[config.mk]
export PLATFORM = sky130hd
export DESIGN_NAME = pose_judge
export DESIGN_NICKNAME = d
export VERILOG_FILES = /design/src/rtl/pose_judge.sv
export SDC_FILE = /design/constraint.sdc
export NUM_CORES = 1
export LEC_CHECK = 0
export CAP_MARGIN = 40
export CORE_MARGIN = 2
export CORE_UTILIZATION = 30
export CTS_CLUSTER_SIZE = 25
export DETAILED_ROUTE_END_ITERATION = 10
export GPL_TIMING_DRIVEN = 1
export PLACE_DENSITY_LB_ADDON = 0.05
export SKIP_CTS_REPAIR_TIMING = 1
export SLEW_MARGIN = 20
export SYNTH_ARGS = -nofsm -noshare
export SYNTH_HDL_FRONTEND = slang
export SYNTH_SLANG_ARGS = --single-unit
[constraint.sdc]
create_clock -name clk -period 2 [get_ports clk]
set_input_delay 0.6 -clock clk [delete_from_list [all_inputs] [get_ports clk]]
set_output_delay 0.6 -clock clk [all_outputs]
set_load 0.005 [all_outputs]
[src/rtl/pose_judge.sv]
// Pose-matching game judge: debounces the player's arm buttons, compares the
// resulting pose to the boss pose within a timed window and emits hit pulses.
module pose_judge #(
  parameter int DEBOUNCE_CYC = 250000,
  parameter int WINDOW_CYC   = 100000000,
  parameter int PULSE_LEN    = 4,
  parameter int SETTLE_CYC   = 1000,
  parameter int MAX_MISS     = 3
) (
  input  logic       clk,
  input  logic       rst_n,
  input  logic       left_btn,
  input  logic       right_btn,
  input  logic       start,
  input  logic [1:0] boss_pose,
  output logic       right,
  output logic [7:0] score,
  output logic [3:0] miss_count,
  output logic       game_over,
  output logic       round_active
);

  localparam int DB_W      = $clog2(DEBOUNCE_CYC + 1);
  localparam int CNT_MAX_A = (WINDOW_CYC > SETTLE_CYC) ? WINDOW_CYC : SETTLE_CYC;
  localparam int CNT_MAX   = (CNT_MAX_A > PULSE_LEN) ? CNT_MAX_A : PULSE_LEN;
  localparam int CNT_W     = $clog2(CNT_MAX + 1);

  typedef enum logic [2:0] {S_IDLE, S_WAIT, S_HIT, S_SETTLE, S_OVER} state_t;

  logic [1:0] w_btn_raw;
  logic [1:0] w_btn_db;
  assign w_btn_raw = {left_btn, right_btn};

  // Bit 1 is the left arm, bit 0 the right arm, matching the boss_pose encoding.
  genvar gi;
  generate
    for (gi = 0; gi < 2; gi++) begin : g_btn
      logic            r_s1;
      logic            r_s2;
      logic            r_db;
      logic [DB_W-1:0] r_cnt;

      always_ff @(posedge clk or negedge rst_n) begin
        if (!rst_n) begin
          r_s1  <= 1'b0;
          r_s2  <= 1'b0;
          r_db  <= 1'b0;
          r_cnt <= '0;
        end else begin
          r_s1 <= w_btn_raw[gi];
          r_s2 <= r_s1;
          if (r_s2 != r_db) begin
            if (r_cnt == DB_W'(DEBOUNCE_CYC - 1)) begin
              r_db  <= r_s2;
              r_cnt <= '0;
            end else begin
              r_cnt <= r_cnt + DB_W'(1);
            end
          end else begin
            r_cnt <= '0;
          end
        end
      end

      assign w_btn_db[gi] = r_db;
    end
  endgenerate

  logic r_start_s1;
  logic r_start_s2;
  logic r_start_d;
  logic w_start_ev;

  always_ff @(posedge clk or negedge rst_n) begin
    if (!rst_n) begin
      r_start_s1 <= 1'b0;
      r_start_s2 <= 1'b0;
      r_start_d  <= 1'b0;
    end else begin
      r_start_s1 <= start;
      r_start_s2 <= r_start_s1;
      r_start_d  <= r_start_s2;
    end
  end

  assign w_start_ev = r_start_s2 & ~r_start_d;

  state_t           r_state;
  state_t           w_state_next;
  logic [CNT_W-1:0] r_cnt;
  logic [CNT_W-1:0] w_cnt_next;
  logic [7:0]       r_score;
  logic [7:0]       w_score_next;
  logic [3:0]       r_miss;
  logic [3:0]       w_miss_next;
  logic [3:0]       w_miss_inc;
  logic [1:0]       r_hit_pose;
  logic [1:0]       w_hit_pose_next;
  logic             r_right;
  logic             r_game_over;
  logic             r_round_active;

  assign w_miss_inc = r_miss + 4'd1;

  // r_cnt is the window timer in WAIT, the pulse length in HIT and the settle
  // wait in SETTLE; every state transition clears it.
  always_comb begin
    w_state_next    = r_state;
    w_cnt_next      = r_cnt;
    w_score_next    = r_score;
    w_miss_next     = r_miss;
    w_hit_pose_next = r_hit_pose;
    case (r_state)
      S_IDLE: begin
        if (w_start_ev) begin
          w_state_next = S_WAIT;
          w_cnt_next   = '0;
        end
      end
      S_WAIT: begin
        if (w_btn_db == boss_pose) begin
          w_state_next    = S_HIT;
          w_cnt_next      = '0;
          w_hit_pose_next = boss_pose;
          w_score_next    = (r_score == 8'hFF) ? r_score : r_score + 8'd1;
        end else if (r_cnt == CNT_W'(WINDOW_CYC - 1)) begin
          w_cnt_next  = '0;
          w_miss_next = w_miss_inc;
          if (w_miss_inc == 4'(MAX_MISS)) begin
            w_state_next = S_OVER;
          end
        end else begin
          w_cnt_next = r_cnt + CNT_W'(1);
        end
      end
      S_HIT: begin
        if (r_cnt == CNT_W'(PULSE_LEN - 1)) begin
          w_state_next = S_SETTLE;
          w_cnt_next   = '0;
        end else begin
          w_cnt_next = r_cnt + CNT_W'(1);
        end
      end
      S_SETTLE: begin
        if ((boss_pose != r_hit_pose) || (r_cnt == CNT_W'(SETTLE_CYC - 1))) begin
          w_state_next = S_WAIT;
          w_cnt_next   = '0;
        end else begin
          w_cnt_next = r_cnt + CNT_W'(1);
        end
      end
      S_OVER: begin
        if (w_start_ev) begin
          w_state_next = S_WAIT;
          w_cnt_next   = '0;
          w_score_next = 8'd0;
          w_miss_next  = 4'd0;
        end
      end
      default: begin
        w_state_next = S_IDLE;
        w_cnt_next   = '0;
      end
    endcase
  end

  // Flags are registered from the next state so they line up with r_state.
  always_ff @(posedge clk or negedge rst_n) begin
    if (!rst_n) begin
      r_state        <= S_IDLE;
      r_cnt          <= '0;
      r_score        <= 8'd0;
      r_miss         <= 4'd0;
      r_hit_pose     <= 2'b00;
      r_right        <= 1'b0;
      r_game_over    <= 1'b0;
      r_round_active <= 1'b0;
    end else begin
      r_state        <= w_state_next;
      r_cnt          <= w_cnt_next;
      r_score        <= w_score_next;
      r_miss         <= w_miss_next;
      r_hit_pose     <= w_hit_pose_next;
      r_right        <= (w_state_next == S_HIT);
      r_game_over    <= (w_state_next == S_OVER);
      r_round_active <= (w_state_next == S_WAIT);
    end
  end

  assign right        = r_right;
  assign score        = r_score;
  assign miss_count   = r_miss;
  assign game_over    = r_game_over;
  assign round_active = r_round_active;

endmodule
# Word level (Yosys, flattened, before mapping)
# Cells that the tools add are included.
# op_classes
addsub,5
n_eq_ne,24
muxes,25
bitwise,2
reduce_logical,9
# ops
cell,n
$mux 27,5
$pmux 27 s4,1
$mux 18,4
$add 18x1->18 const B,2
$eq 18x18->1 const B,2
$add 27x1->27 const B,1
$eq 27x10->1 const B,1
$eq 27x2->1 const B,1
$eq 27x27->1 const B,1
$mux 8,3
$mux 3,6
$pmux 8 s2,1
$mux 4,3
$pmux 3 s4,1
$ne 2x2->1 const B,5
$eq 3x2->1 const B,3
$add 8x1->8 const B,1
$eq 8x8->1 const B,1
$pmux 4 s2,1
$reduce_and 4->1,2
$eq 3x1->1 const B,2
$eq 3x3->1 const B,2
$reduce_and 2->1,3
$add 4x1->4 const B,1
other kinds (11),12
# word_totals
ff_bits,92
inputBits,7
output_inout_bits,15
word_cells,84

# Logic depth before layout (Yosys ltp)
# logic_depth
ltp_word,7
mapped_depth,8

# Least setup slack after synthesis
# OpenSTA, ideal clock, no wires.
# synth_path
kind,in2reg
start,input port boss_pose[1]
end,"register r_miss[2], in the netlist miss_count[2]"
setup_ps,120
arrival_time_ps,1844
t_required_ps,1880
path_slack_ps,36
stages,7
n_path_buf,1
path_cell_list,xor2_1 > o21ai_0 > or4_1 > buf_2 > mux2i_1 > nand2_1 > o21ai_2
# synth_via
elab_chain_cells,3
# synth_rtl
item,line_no,source
start: declaration,15,"input logic [1:0] boss_pose,"
$eq 2x2->1,121,if (w_btn_db == boss_pose) begin
$ne 2x2->1 (no line),-,
$reduce_and 4->1 (no line),-,
end signal: assignment,182,r_miss <= w_miss_next;
end: declaration,94,logic [3:0] r_miss;
# Every way passes these cells.
# A chain may end at the register's enable or synchronous reset.

# Final worst setup path
# layout_path
start,register r_cnt[15]
end,register r_cnt[4]
# layout_via
elab_chain_cells,4
elab_cells_between_ends,9
# layout_rtl
item,line_no,source
start: declaration,90,logic [CNT_W-1:0] r_cnt;
start signal: assignment,180,r_cnt <= w_cnt_next;
$eq 27x27->1 or $eq 27x10->1 (tied branches),"126, 145",
$mux 27 or $logic_or 1x1->1 (tied branches),"126, 145",
"$mux 27, on equally long branches","121, 145",
$pmux 27 s4 (*),113,case (r_state)
# Every way passes the cells marked *; elsewhere a longest branch is shown, timed or not.

==> reports/qor.log <==
qor: run_status.outcome finished, violations left
qor: run_status.violations negative setup slack
qor: sta.unrepaired_setup_endpoints_after_global_routing true
qor: logic_synthesis.synth_top_flop_cell sky130_fd_sc_hd__dfrtp_1
qor: clock_network.number_of_buffers_between_clock_root_and_the_deepest_sink 2
qor: logic_synthesis.ys_seq_elements 92
qor: global_routing.first_pass_grt_wire_length 19.31 mm
qor: global_routing.grt_max_degree 93
qor: logic_synthesis.syn-cell-area 4757 sq um
qor: global_routing.globalRouteTotalUtil 14.54%
qor: final_layout.antenna-diode-count 0
qor: sta.setup_viol_count_final 29
qor: logic_synthesis.synthArstFlopShare 100.0%
qor: final_layout.design.final.nets 590
qor: logic_synthesis.netlist-cell-type-count 58
qor: final_layout.drive_gt1_share 27.66%
qor: detailed_routing.routed-via-count 3785
qor: final_layout.mostFrequentLayoutCell sky130_fd_sc_hd__dfrtp_1
qor: sta.max_slew_margin 64.41%
qor: final_layout.postLayoutCoreUtil 40.18%
qor: global_routing.groute.layer.met2.usage 21.34%
qor: sta.post-route-worst-setup-slack -0.1340 ns
qor: clock_network.clk_transition_reported_paths 0.07 ns
qor: logic_synthesis.synthCells 481
qor: logic_synthesis.postSynthNetCount 494
qor: floorplan.die_w 129.9 um
qor: detailed_routing.avgRoutedWirePerCell 14.15 um
qor: floorplan.placementRows 46
qor: detailed_routing.route.detailed.drc 0
qor: global_routing.grt_met3_usage 2.050%
qor: detailed_routing.post_drt_via_cell_ratio 4.743
qor: global_routing.antenna_found_initial 0
qor: critical_path.worstPathCellList nor4_4 > buf_4 > nand2_4 > nor4b_4 > o2bb2ai_4 > buf_6 > o221ai_1 > o31ai_1
qor: critical_path.r2r.worst_path.cells 8
qor: critical_path.regToRegSetupSlack -0.13 ns
qor: logic_synthesis.synthesized_area_per_cell 9.890 sq um
qor: clock_network.cts_tree yes
qor: sta.tightestPinTransition 0.5338 ns
qor: place.hpwlAfterDp 7.935 mm
qor: global_routing.m1_gr_usage 21.55%
qor: detailed_routing.detailedRoute.firstIterationViolations 143
qor: critical_path.rr_endpoint r_cnt[4]
qor: power_and_ir_drop.static-leakage-power 2.622 nW
qor: clock_network.cts_root_buffer sky130_fd_sc_hd__clkbuf_16
qor: clock_network.h_tree_depth 3
qor: hold_path.min-delay-path-class input port to asynchronous set/reset pin
qor: floorplan.initial_core_util 30.28%
qor: final_layout.number_of_fill_cells_in_the_layout 1535
qor: logic_synthesis.synth_enable_flop_cells 0
qor: power_and_ir_drop.vdd_ir_drop_max 0.4525 mV
qor: global_routing.global_route_overflow 0
qor: critical_path.worst_r2r_startpoint r_cnt[15]
qor: detailed_routing.sum_of_routed_wire_length_over_all_layers 11.29 mm
qor: place.io_buffer_count 21
qor: sta.finalClockSkew 0.01031 ns
qor: critical_path.worst_ep_required 2.23 ns
qor: global_routing.via_count_of_the_first_global_routing_pass 3810
qor: critical_path.critPathMaxStageDelay 0.43 ns
qor: detailed_routing.detailedRoute.firstPassIterationCount 4
qor: global_routing.global_route.peak_usage_layer met1
qor: floorplan.core-area 15710 sq um
qor: detailed_routing.ant_nets 0
qor: power_and_ir_drop.p_total 5.559 mW
qor: floorplan.i_o_pins 22
qor: sta.max_freq 468.6 MHz
qor: critical_path.cp-start-kind register
qor: clock_network.worst_skew_pair.late_latency 0.35 ns
qor: critical_path.worst-endpoint-arrival 2.36 ns
qor: critical_path.timing_worst_setup_path_type register to register
qor: floorplan.fp.dieArea 16880 sq um
qor: critical_path.worst_path_max_delay_cell sky130_fd_sc_hd__dfrtp_1
qor: critical_path.endpoint_kind register
qor: logic_synthesis.yosys_warnings 0
qor: floorplan.die_h 129.9 um
qor: clock_network.cts_buffers 9
qor: place.place_congestion 0.7715
qor: sta.final.min_clock_period 2.134 ns
qor: final_layout.post_route_cell_area 6314 sq um
qor: sta.timing_max_transition_violations_final 0
qor: sta.finalHoldViolCount 0
qor: critical_path.worstPathMaxFanout 5
qor: clock_network.tritoncts_num_sinks 92
qor: power_and_ir_drop.power-per-cell-area 880.5 nW/um^2
qor: final_layout.synthToLayoutAreaGrowth 32.72%
qor: sta.timing.setup.tns -2.479 ns
qor: sta.finalCritPeriodShare 106.7%
qor: place.placed_area 5792 sq um
qor: logic_synthesis.synth_seq_area_share 48.40%
qor: job.maxCapViolations 0
qor: final_layout.mostFrequentLayoutCells 89 x sky130_fd_sc_hd__dfrtp_1, 69 x sky130_fd_sc_hd__buf_4, 59 x sky130_fd_sc_hd__nor2_1
[worst max-delay path, delay by kind of cell (launching register included)]
kind	cells	cell delay, ns
AOI/OAI and AO/OA	3	0.48
buffers and inverters	2	0.35
DFF	1	0.43
and+or+nand+nor	3	0.75
[flip-flops by register name, indices dropped and copies added (netlist names)]
signal,flops
round_active,1
r_cnt,27
r_start_s1,1
right,1
g_btn.r_s1,2
g_btn.r_s2,2
g_btn.r_cnt,36
r_start_s2,1
game_over,1
score,8
r_state,3
g_btn.r_db,2
miss_count,4
r_start_d,1
r_hit_pose,2
[how the worst max path moves through the flow]
stage,slack [ns],to,from,cells after the start
6_report,-0.13,r_cnt[4],r_cnt[15],8
2_1_floorplan,0.04,miss_count[2],boss_pose[1],7
5_1_grt,-0.23,r_cnt[11],r_cnt[12],7
3_3_place_gp,-0.57,miss_count[3],boss_pose[0],6
3_5_place_dp,-0.63,miss_count[3],boss_pose[0],6
4_1_cts,-0.26,miss_count[0],boss_pose[1],6
[synth_stat cells (3+ instances only)]
cell	number	area [sq um]
sky130_fd_sc_hd__nand2_1	46	172.7
sky130_fd_sc_hd__buf_4	4	30.03
sky130_fd_sc_hd__and3_2	3	22.52
sky130_fd_sc_hd__nor3_1	15	75.07
sky130_fd_sc_hd__nor4_1	8	50.05
sky130_fd_sc_hd__or3_1	3	18.77
sky130_fd_sc_hd__nand4_1	20	125.1
sky130_fd_sc_hd__and4_1	3	26.28
sky130_fd_sc_hd__o31ai_1	12	90.09
sky130_fd_sc_hd__xor2_1	29	254.0
sky130_fd_sc_hd__nor4_2	3	37.54
sky130_fd_sc_hd__buf_2	5	25.02
sky130_fd_sc_hd__nand3_1	24	120.1
sky130_fd_sc_hd__nand2b_1	6	37.54
sky130_fd_sc_hd__and3_1	7	43.79
sky130_fd_sc_hd__o22ai_1	5	31.28
sky130_fd_sc_hd__dfrtp_1	92	2302
sky130_fd_sc_hd__o221ai_1	8	70.07
sky130_fd_sc_hd__nor2_2	3	18.77
sky130_fd_sc_hd__xnor2_1	20	175.2
sky130_fd_sc_hd__clkbuf_1	6	22.52
sky130_fd_sc_hd__inv_1	12	45.04
sky130_fd_sc_hd__and2_1	3	18.77
sky130_fd_sc_hd__o21ai_0	18	90.09
sky130_fd_sc_hd__a21oi_1	3	15.01
sky130_fd_sc_hd__nor2_1	59	221.5
sky130_fd_sc_hd__ha_1	6	75.07
sky130_fd_sc_hd__o21ai_1	12	60.06
sky130_fd_sc_hd__o32ai_2	3	48.80
sky130_fd_sc_hd__nor2b_1	5	31.28
sky130_fd_sc_hd__mux2_2	5	56.30
[report_power, final]
group | internal [mW] | switching [mW] | total (mW)
registers | 1.99 | 0.0961 | 2.09
clock network | 0.864 | 0.794 | 1.66
logic | 0.840 | 0.971 | 1.81
[metrics by stage]
stage	worst slack, ns	hold WS [ns]	cells
finish	-0.1340	0.2753	798
global route	-0.2294	0.3423	798
CTS	-0.2569	0.3172	795
floorplan	0.03583	0.3044	481
detailed placement	-0.6329	0.3385	779
global placement	-0.5679	0.3385	779
[cell type report]
class	instances	area [sq um]	share of cell area [%]
multi-input cells	361	2515	39.83
flip-flops and latches	92	2306	36.52
repair buffers	101	895.9	14.19
well taps	216	270.3	4.281
clock buffers	9	225.2	3.567
clock inverters	7	56.30	0.8918
inverters	12	45.04	0.7134
[routing by layer]
layer | vias up | wire length (um)
met5 | - | 0
met4 | 0 | 190
met3 | 11 | 227
met2 | 33 | 4908
met1 | 1841 | 5967
li1 | 1900 | -
[kinds of logic (layout without fill, tap and decap cells)]
family,after synthesis,in the layout,share of synthesized area (%)
DFF,92,92,48.40
buffers and inverters,28,129,2.814
and+or+nand+nor,229,229,25.86
xor gates and xnor gates,49,49,9.022
AOI/OAI and AO/OA,70,70,10.73
adders and majority gates,6,6,1.578
muxes,7,7,1.604
No activity file was read; power rests on OpenSTA's default activity.
